**config.mk**
```make
export PLATFORM = sky130hd
export DESIGN_NAME = recip_norm
export DESIGN_NICKNAME = d
export VERILOG_FILES = /design/src/rtl/recip_norm_pkg.sv /design/src/rtl/recip_norm_lod.sv /design/src/rtl/recip_norm.sv
export SDC_FILE = /design/constraint.sdc
export NUM_CORES = 1
export LEC_CHECK = 0
export ABC_AREA = 1
export CORE_ASPECT_RATIO = 0.75
export CORE_UTILIZATION = 61
export CTS_BUF_LIST = sky130_fd_sc_hd__clkbuf_8
export DETAILED_ROUTE_END_ITERATION = 8
export PLACE_DENSITY = 0.79
export SYNTH_ARGS = -nofsm -noshare
export SYNTH_HDL_FRONTEND = slang
export SYNTH_HIERARCHICAL = 1
export SYNTH_SLANG_ARGS = --single-unit
```
**constraint.sdc**
```tcl
create_clock -name clk -period 2.82 [get_ports clk]
set_input_delay 0.846 -clock clk [delete_from_list [all_inputs] [get_ports clk]]
set_output_delay 0.846 -clock clk [all_outputs]
set_load 0.005 [all_outputs]
```
**src/rtl/recip_norm_pkg.sv**
```systemverilog
// Shared definitions for the reciprocal normalizer: FSM state encoding and default width.
package recip_norm_pkg;

  typedef enum logic [1:0] {
    IDLE = 2'd0,
    NORM = 2'd1,
    DIV  = 2'd2,
    DONE = 2'd3
  } state_t;

  localparam int N_DEFAULT = 16;

endpackage

```
**src/rtl/recip_norm_lod.sv**
```systemverilog
// Leading-one detector: one-hot flag on the most significant set bit of d (all zero for d = 0).
module lod #(
  parameter int N = 16
) (
  input  logic [N-1:0] d,
  output logic [N-1:0] onehot
);

  // Scan upward so the highest set bit is the last one to claim the output
  always_comb begin
    onehot = '0;
    for (int i = 0; i < N; i++) begin
      if (d[i]) begin
        onehot    = '0;
        onehot[i] = 1'b1;
      end
    end
  end

endmodule

```
**src/rtl/recip_norm.sv**
```systemverilog
// Normalized reciprocal: s = leading-zero count of d, q = floor(2^(2N-1) / (d << s)),
// computed by a one-bit-per-cycle restoring divider with a valid/ready handshake on each side.
module recip_norm
  import recip_norm_pkg::*;
#(
  parameter int N = N_DEFAULT
) (
  input  logic                 clk,
  input  logic                 rst,
  input  logic                 in_valid,
  output logic                 in_ready,
  input  logic [N-1:0]         in_d,
  output logic                 out_valid,
  input  logic                 out_ready,
  output logic [N-1:0]         out_q,
  output logic [$clog2(N)-1:0] out_shift,
  output logic                 out_dz
);

  localparam int SW = $clog2(N);

  state_t        state, state_nx;
  logic [N-1:0]  d_r, dn, q_r, onehot;
  logic [N:0]    rem, rem2, rem_nx;
  logic          ge;
  logic [SW-1:0] cnt, s_r, idx, s_enc;
  logic          dz_r;

  // The only case where the quotient would need N+1 bits is dn = 2^(N-1); clamp it to all ones
  function automatic logic [N-1:0] sat_q(input logic [N-1:0] q, input logic [N-1:0] dnorm);
    logic [N-1:0] half;
    half        = '0;
    half[N-1]   = 1'b1;
    return (dnorm == half) ? '1 : q;
  endfunction

  lod #(.N(N)) u_lod (
    .d      (d_r),
    .onehot (onehot)
  );

  // One-hot to bit index, then convert to a left-shift amount
  always_comb begin
    idx = '0;
    for (int i = 0; i < N; i++) begin
      if (onehot[i]) idx = idx | SW'(i);
    end
    s_enc = SW'(N - 1) - idx;
  end

  // Restoring division step; rem < dn < 2^N so doubling never loses the top bit
  always_comb begin
    rem2   = {rem[N-1:0], 1'b0};
    ge     = (rem2 >= {1'b0, dn});
    rem_nx = ge ? (rem2 - {1'b0, dn}) : rem2;
  end

  // Next-state logic
  always_comb begin
    state_nx = state;
    case (state)
      IDLE: if (in_valid) state_nx = NORM;
      NORM: state_nx = (d_r == '0) ? DONE : DIV;
      DIV:  if (cnt == '0) state_nx = DONE;
      DONE: if (out_valid && out_ready) state_nx = IDLE;
      default: state_nx = IDLE;
    endcase
  end

  assign in_ready = (state == IDLE);

  // Control, remainder and output registers; cleared by the asynchronous reset
  always_ff @(posedge clk or posedge rst) begin
    if (rst) begin
      state     <= IDLE;
      cnt       <= '0;
      rem       <= '0;
      s_r       <= '0;
      dz_r      <= 1'b0;
      out_valid <= 1'b0;
      out_q     <= '0;
      out_shift <= '0;
      out_dz    <= 1'b0;
    end else begin
      state <= state_nx;
      case (state)
        NORM: begin
          s_r      <= s_enc;
          dz_r     <= (d_r == '0);
          rem      <= '0;
          rem[N-1] <= 1'b1;
          cnt      <= SW'(N - 1);
        end
        DIV: begin
          rem <= rem_nx;
          cnt <= cnt - 1'b1;
        end
        DONE: begin
          // First DONE cycle publishes the result; it then holds until accepted
          if (!out_valid) begin
            out_valid <= 1'b1;
            out_q     <= dz_r ? '1 : sat_q(q_r, dn);
            out_shift <= dz_r ? '0 : s_r;
            out_dz    <= dz_r;
          end else if (out_ready) begin
            out_valid <= 1'b0;
          end
        end
        default: ;
      endcase
    end
  end

  // Operand, normalized divisor and quotient datapath registers
  always_ff @(posedge clk) begin
    case (state)
      IDLE: if (in_valid) d_r <= in_d;
      NORM: begin
        dn  <= d_r << s_enc;
        q_r <= '0;
      end
      DIV:  q_r <= {q_r[N-2:0], ge};
      default: ;
    endcase
  end

endmodule

```
==> impl_metrics.json, run 1 <==
{
  "drv_cap": 0,
  "critical_path.top_delay_family": "buffers and inverters",
  "fp.dieArea_mm2": 0.0103,
  "io_pins": 43,
  "finish.net_count": 883,
  "postSynthNetCount": 840,
  "finish.instance_area_mm2": 0.00681,
  "design.core.area_mm2": 0.00966,
  "critical_path.max_stage_delay_ps": 530,
  "cts_max_level": 3,
  "cp_max_fo": 4,
  "clock_insertion_delay_worst_skew_ps": 390,
  "leakagePower_nw": 3.44,
  "start_kind": "flip-flop",
  "clock_path_buffers": 2,
  "critPathBufInv": 2,
  "row_count": 31,
  "crit_slowest_cell": "clkdlybuf4s50_1",
  "cp_cell_sequence": "inv_1 > ha_1 > clkdlybuf4s50_1",
  "p_total_mw": 7.02,
  "rsz0062_at_grt": "false",
  "max_freq_ghz": 0.397,
  "power_density_normalized_to_cell_area_mw_per_mm2": 1030,
  "number_of_global_route_vias_before_repair": 4902,
  "clock_skew_ps": 13.0,
  "post_cts_resize_count": 0,
  "hold_buffers": 0,
  "clkSlewWorstSetupHoldPaths_ps": 100,
  "hpwl_um": 11100,
  "numCtsBuffers": 9,
  "timing.final.hold_violations": 0,
  "n_antenna_cell": 0,
  "first_iter_violations": 497,
  "placedInstanceArea_mm2": 0.00661,
  "initial_core_util_pct": 62.8,
  "finalWeightedCongestion": 0.955,
  "arrival_time_reported_for_the_critical_path_endpoint_ps": 1670,
  "cts_post_setup_buffers_inserted": 0,
  "first_pass_iters": 6,
  "run_status": "complete, no violations",
  "synth-warning-count": 6,
  "number_of_design_rule_violations_left_after_detail_routing": 0,
  "finalCriticalPeriod_ps": 2520,
  "clock-root-buffer": "clkbuf_8",
  "drv_slew": 0,
  "worstPathRequired_ps": 1970,
  "grt_max_degree": 50,
  "clock_tree_sinks": 97,
  "totalWireLength_um": 14900,
  "syn_inst": 798,
  "width_of_the_die_um": 117,
  "routed_wire_length_per_instance_um": 15.2,
  "layout.filler_cells": 808,
  "criticalPathCategory": "reg -> out",
  "timing.hold.worst.class": "reg -> reg",
  "post_drt_via_cell_ratio": 5.44,
  "register_cell_area_after_layout_mm2": 0.00267,
  "hold-worst-slack_ps": 514,
  "antenna_found_initial": 0,
  "syn_area_per_cell_um2": 7.60,
  "tritoncts_clock_tree": "yes",
  "routed-via-count": 5320,
  "multiInputGateArea_mm2": 0.00277,
  "finalSetupViolCount": 0,
  "tns_ps": 0,
  "vdd_ir_drop_max_mv": 0.671,
  "flow.area_growth_from_synthesis_pct": 12.4,
  "final_min_period_over_clock_period_pct": 89.2,
  "mappedNetlistArea_mm2": 0.00606,
  "timing.max_slew.rel_slack_pct": 56.2,
  "overflow": 0,
  "final_core_utilization_pct": 70.5,
  "layout-drive-gt1-share_pct": 11.1,
  "detail-route-antenna-nets": 0,
  "fp.dieH_um": 88.3,
  "critPathCaptureType": "output pin",
  "grt_pass1_wl_um": 24300,
  "groute.usage.overall_pct": 31.5,
  "worst_slew_pin_slew_ps": 657,
  "count_of_input_and_output_buffers": 42
}
## final cells by class
cell class	count	area share [%]
Timing Repair Buffer	52	7.27
Multi-Input combinational cell	544	40.6
Tap cell	132	2.42
Clock inverter	7	1.14
Sequential cell	97	39.2
Inverter	137	7.58
Clock buffer	9	1.82
## sequential cells by signal, summed over array words and instances (netlist names)
signal     count
d_r           16
dn            16
out_q         16
q_r           16
rem           16
cnt            4
out_shift      4
s_r            4
state          2
dz_r           1
out_dz         1
out_valid      1
## tightest hold or removal path, stage by stage (launching register included)
cell	delay [ps]
dfrtp_1	350
nand2_1	60
o211ai_1	70
## power by group
group | switching, mW | internal (mW)
clock network | 0.561 | 0.347
registers | 0.372 | 2.17
logic | 2.23 | 1.34
total | 3.16 | 3.86
## cells in the final DEF (no fill, tap or decap), types with 2 or more instances in the layout
cell type        count
inv_2               13
a22o_1               2
buf_4               10
o211ai_1             7
nand2_2             11
ha_1                21
nand4_1             10
xnor2_1              5
nor4_1               4
nor2_1              84
o21ai_2              7
nand3b_1             2
inv_1              120
or2_2                4
nor2_2              16
clkbuf_8             9
clkinv_1             3
o21ai_0             13
o21ai_1              6
clkinv_4             2
clkdlybuf4s50_1     42
a21oi_1             24
clkinv_8             2
o21bai_1             2
nand2_1            221
nand3_2              6
edfxtp_1            48
nor3_1              10
nand3_1             73
nand2_4              4
xor2_1               2
dfrtp_1             49
a21oi_2              3
## metrics by stage
step                      instances  setup WS [ps]
after floorplan                 798            725
after global placement          962            537
after detailed placement        962            427
after CTS                       978            291
after global routing            978            140
final                           978            304
## worst paths after layout
path / startpoint / end / slack [ps] / cells after the start
setup / recovery: state[1] / in_ready / 300 / 3
hold / removal: cnt[2] / cnt[2] / 510 / 2
setup reg to reg: d_r[15] / dn[15] / 360 / 16
hold reg to reg: cnt[2] / cnt[2] / 510 / 2
max in group asynchronous: rst / dz_r / 1440 / 3
min in group asynchronous: rst / rem[12] / 930 / 3
## metal layers
layer	GRT usage, %	routed length, µm	share of wire [%]
met5	0	0	0
met4	9.09	236	1.6
met3	8.22	1300	8.8
met2	45.2	6190	42
met1	46.8	7160	48
(Power assumes the default switching activity.)
==> run 2: changes to the inputs <==
Settings changed: ABC_AREA 1 to 0, CORE_MARGIN set to 4, PLACE_DENSITY 0.79 to 0.8.
==> impl_metrics.json, run 2 <==
{
  "final_min_period_over_clock_period_pct": 101,
  "p_total_mw": 7.05,
  "synth-warning-count": 6,
  "post_drt_via_cell_ratio": 6.36,
  "finalCriticalPeriod_ps": 2840,
  "totalWireLength_um": 13500,
  "timing.critical_path.mode_cell": "buf_4",
  "worst-r2r-setup-slack_ps": -20,
  "clock-root-buffer": "clkbuf_8",
  "row_count": 29,
  "drv_cap": 0,
  "mostFrequentLayoutCell": "dfrtp_1",
  "leakagePower_nw": 2.90,
  "initial_core_util_pct": 64.1,
  "arrival_time_reported_for_the_critical_path_endpoint_ps": 2980,
  "violations": "negative setup slack",
  "hpwl_um": 9360,
  "tritoncts_clock_tree": "yes",
  "reg2reg_depth": 10,
  "syn_area_per_cell_um2": 10.8,
  "vdd_ir_drop_max_mv": 0.716,
  "n_antenna_cell": 0,
  "hold_buffers": 0,
  "number_of_global_route_vias_before_repair": 4336,
  "detail-route-antenna-nets": 0,
  "cts_max_level": 3,
  "criticalPathCategory": "reg -> reg",
  "number_of_design_rule_violations_left_after_detail_routing": 0,
  "crit_slowest_cell": "or4_4",
  "count_of_input_and_output_buffers": 42,
  "dpl_worst_slack_ps": -64.5,
  "syn_inst": 511,
  "finish.net_count": 632,
  "drv_slew": 0,
  "design.core.area_mm2": 0.00864,
  "max_freq_ghz": 0.352,
  "overflow": 0,
  "finish.instance_area_mm2": 0.00678,
  "routed_wire_length_per_instance_um": 19.1,
  "critical_path.top_delay_family": "simple AND/OR/NAND/NOR gates",
  "clock_tree_sinks": 97,
  "layout-drive-gt1-share_pct": 18.7,
  "first_iter_violations": 400,
  "fp.dieArea_mm2": 0.0107,
  "grt_max_degree": 33,
  "clkSlewWorstSetupHoldPaths_ps": 100,
  "io_pins": 43,
  "hold-worst-slack_ps": 477,
  "finalSetupViolCount": 1,
  "width_of_the_die_um": 118,
  "clock_insertion_delay_worst_skew_ps": 380,
  "rsz0062_at_grt": "true",
  "fp.dieH_um": 90.5,
  "critical_path.max_stage_delay_ps": 650,
  "critPathCaptureType": "flip-flop",
  "cp_cell_sequence": "or4_4 > buf_4 > nor4_4 > nor4_2 > nand2_2 > buf_4 > mux2i_2 > mux2_1 > mux2i_1 > mux2_2",
  "finalWeightedCongestion": 0.930,
  "clock_skew_ps": 11.6,
  "first_pass_iters": 5,
  "timing.hold.worst.class": "reg -> reg",
  "critPathBufInv": 2,
  "flow.area_growth_from_synthesis_pct": 22.5,
  "timing.final.hold_violations": 0,
  "mappedNetlistArea_mm2": 0.00553,
  "start_kind": "flip-flop",
  "power_density_normalized_to_cell_area_mw_per_mm2": 1040,
  "routed-via-count": 4473,
  "groute.usage.overall_pct": 25.3,
  "critical_path.reg2reg.startpoint": "d_r[14]",
  "timing.max_slew.rel_slack_pct": 52.3,
  "postSynthNetCount": 553,
  "crit_start": "d_r[14]",
  "path_depth": 10,
  "run_status": "finished, violations left",
  "antenna_found_initial": 0,
  "cp_max_fo": 6,
  "worstPathRequired_ps": 2960,
  "r2r-end": "dn[15]",
  "clock_path_buffers": 2,
  "numCtsBuffers": 9,
  "final.setup.worst_slack_ps": -19.1,
  "worst_slew_pin_slew_ps": 714,
  "grt_pass1_wl_um": 21800,
  "layout.cells.most_common_list": "dfrtp_1, edfxtp_1, buf_4",
  "placedInstanceArea_mm2": 0.00628,
  "crit_end": "dn[15]"
}
==> run 2: where the power goes <==
group	internal [mW]	switching, mW	total, mW	leakage (nW)
Combinational	1.64	1.99	3.63	1.74
Sequential	2.17	0.348	2.52	1.06
Clock	0.366	0.540	0.906	0.102
==> run 2: repair_timing <==
item                                    4_1_cts  5_1_grt
setup buffers                                 2       11
pin swaps                                     3        7
gates resized for setup                      12       24
cloned                                        1        0
endpoints found under the setup margin       10       12
==> run 2: worst register-to-register path, delay by kind of cell (launching register included) <==
kind                   cells  cell delay, ps
buffers and inverters      2             350
DFF                        1             420
muxes                      4             770
and+or+nand+nor            4            1060
==> run 2: how the worst min path moves through the flow <==
stage / start / endpoint / depth (start not counted)
after global placement: q_r[15] / out_q[15] / 1
after CTS: q_r[15] / out_q[15] / 1
final: q_r[15] / out_q[15] / 1
after floorplan: q_r[15] / out_q[15] / 1
after global routing: q_r[10] / out_q[10] / 1
after detailed placement: q_r[15] / out_q[15] / 1
==> run 2: stage by stage <==
step           util [%]  TNS, ps  std cells
6_report           78.5    -19.1        703
5_1_grt            78.5     -567        703
4_1_cts            76.2        0        692
3_5_place_dp       72.8    -79.7        673
3_3_place_gp       72.8    -41.8        673
2_1_floorplan         -        0        511
==> run 2: final cells by class <==
class	instances	area (µm²)
tap	108	135
sequential	97	2670
timing repair buffer	90	813
clock inverter	6	62.6
clock buffer	10	138
inverter	34	128
multi-input combinational	358	2830
fill	519	1860
==> run 2: per-layer routing <==
metal	track usage, %	vias to the layer above	wire (µm)
li1	-	2081	-
met1	34.2	2185	5950
met2	40.8	182	6410
met3	5.76	25	862
met4	7.71	0	232
met5	0	-	0
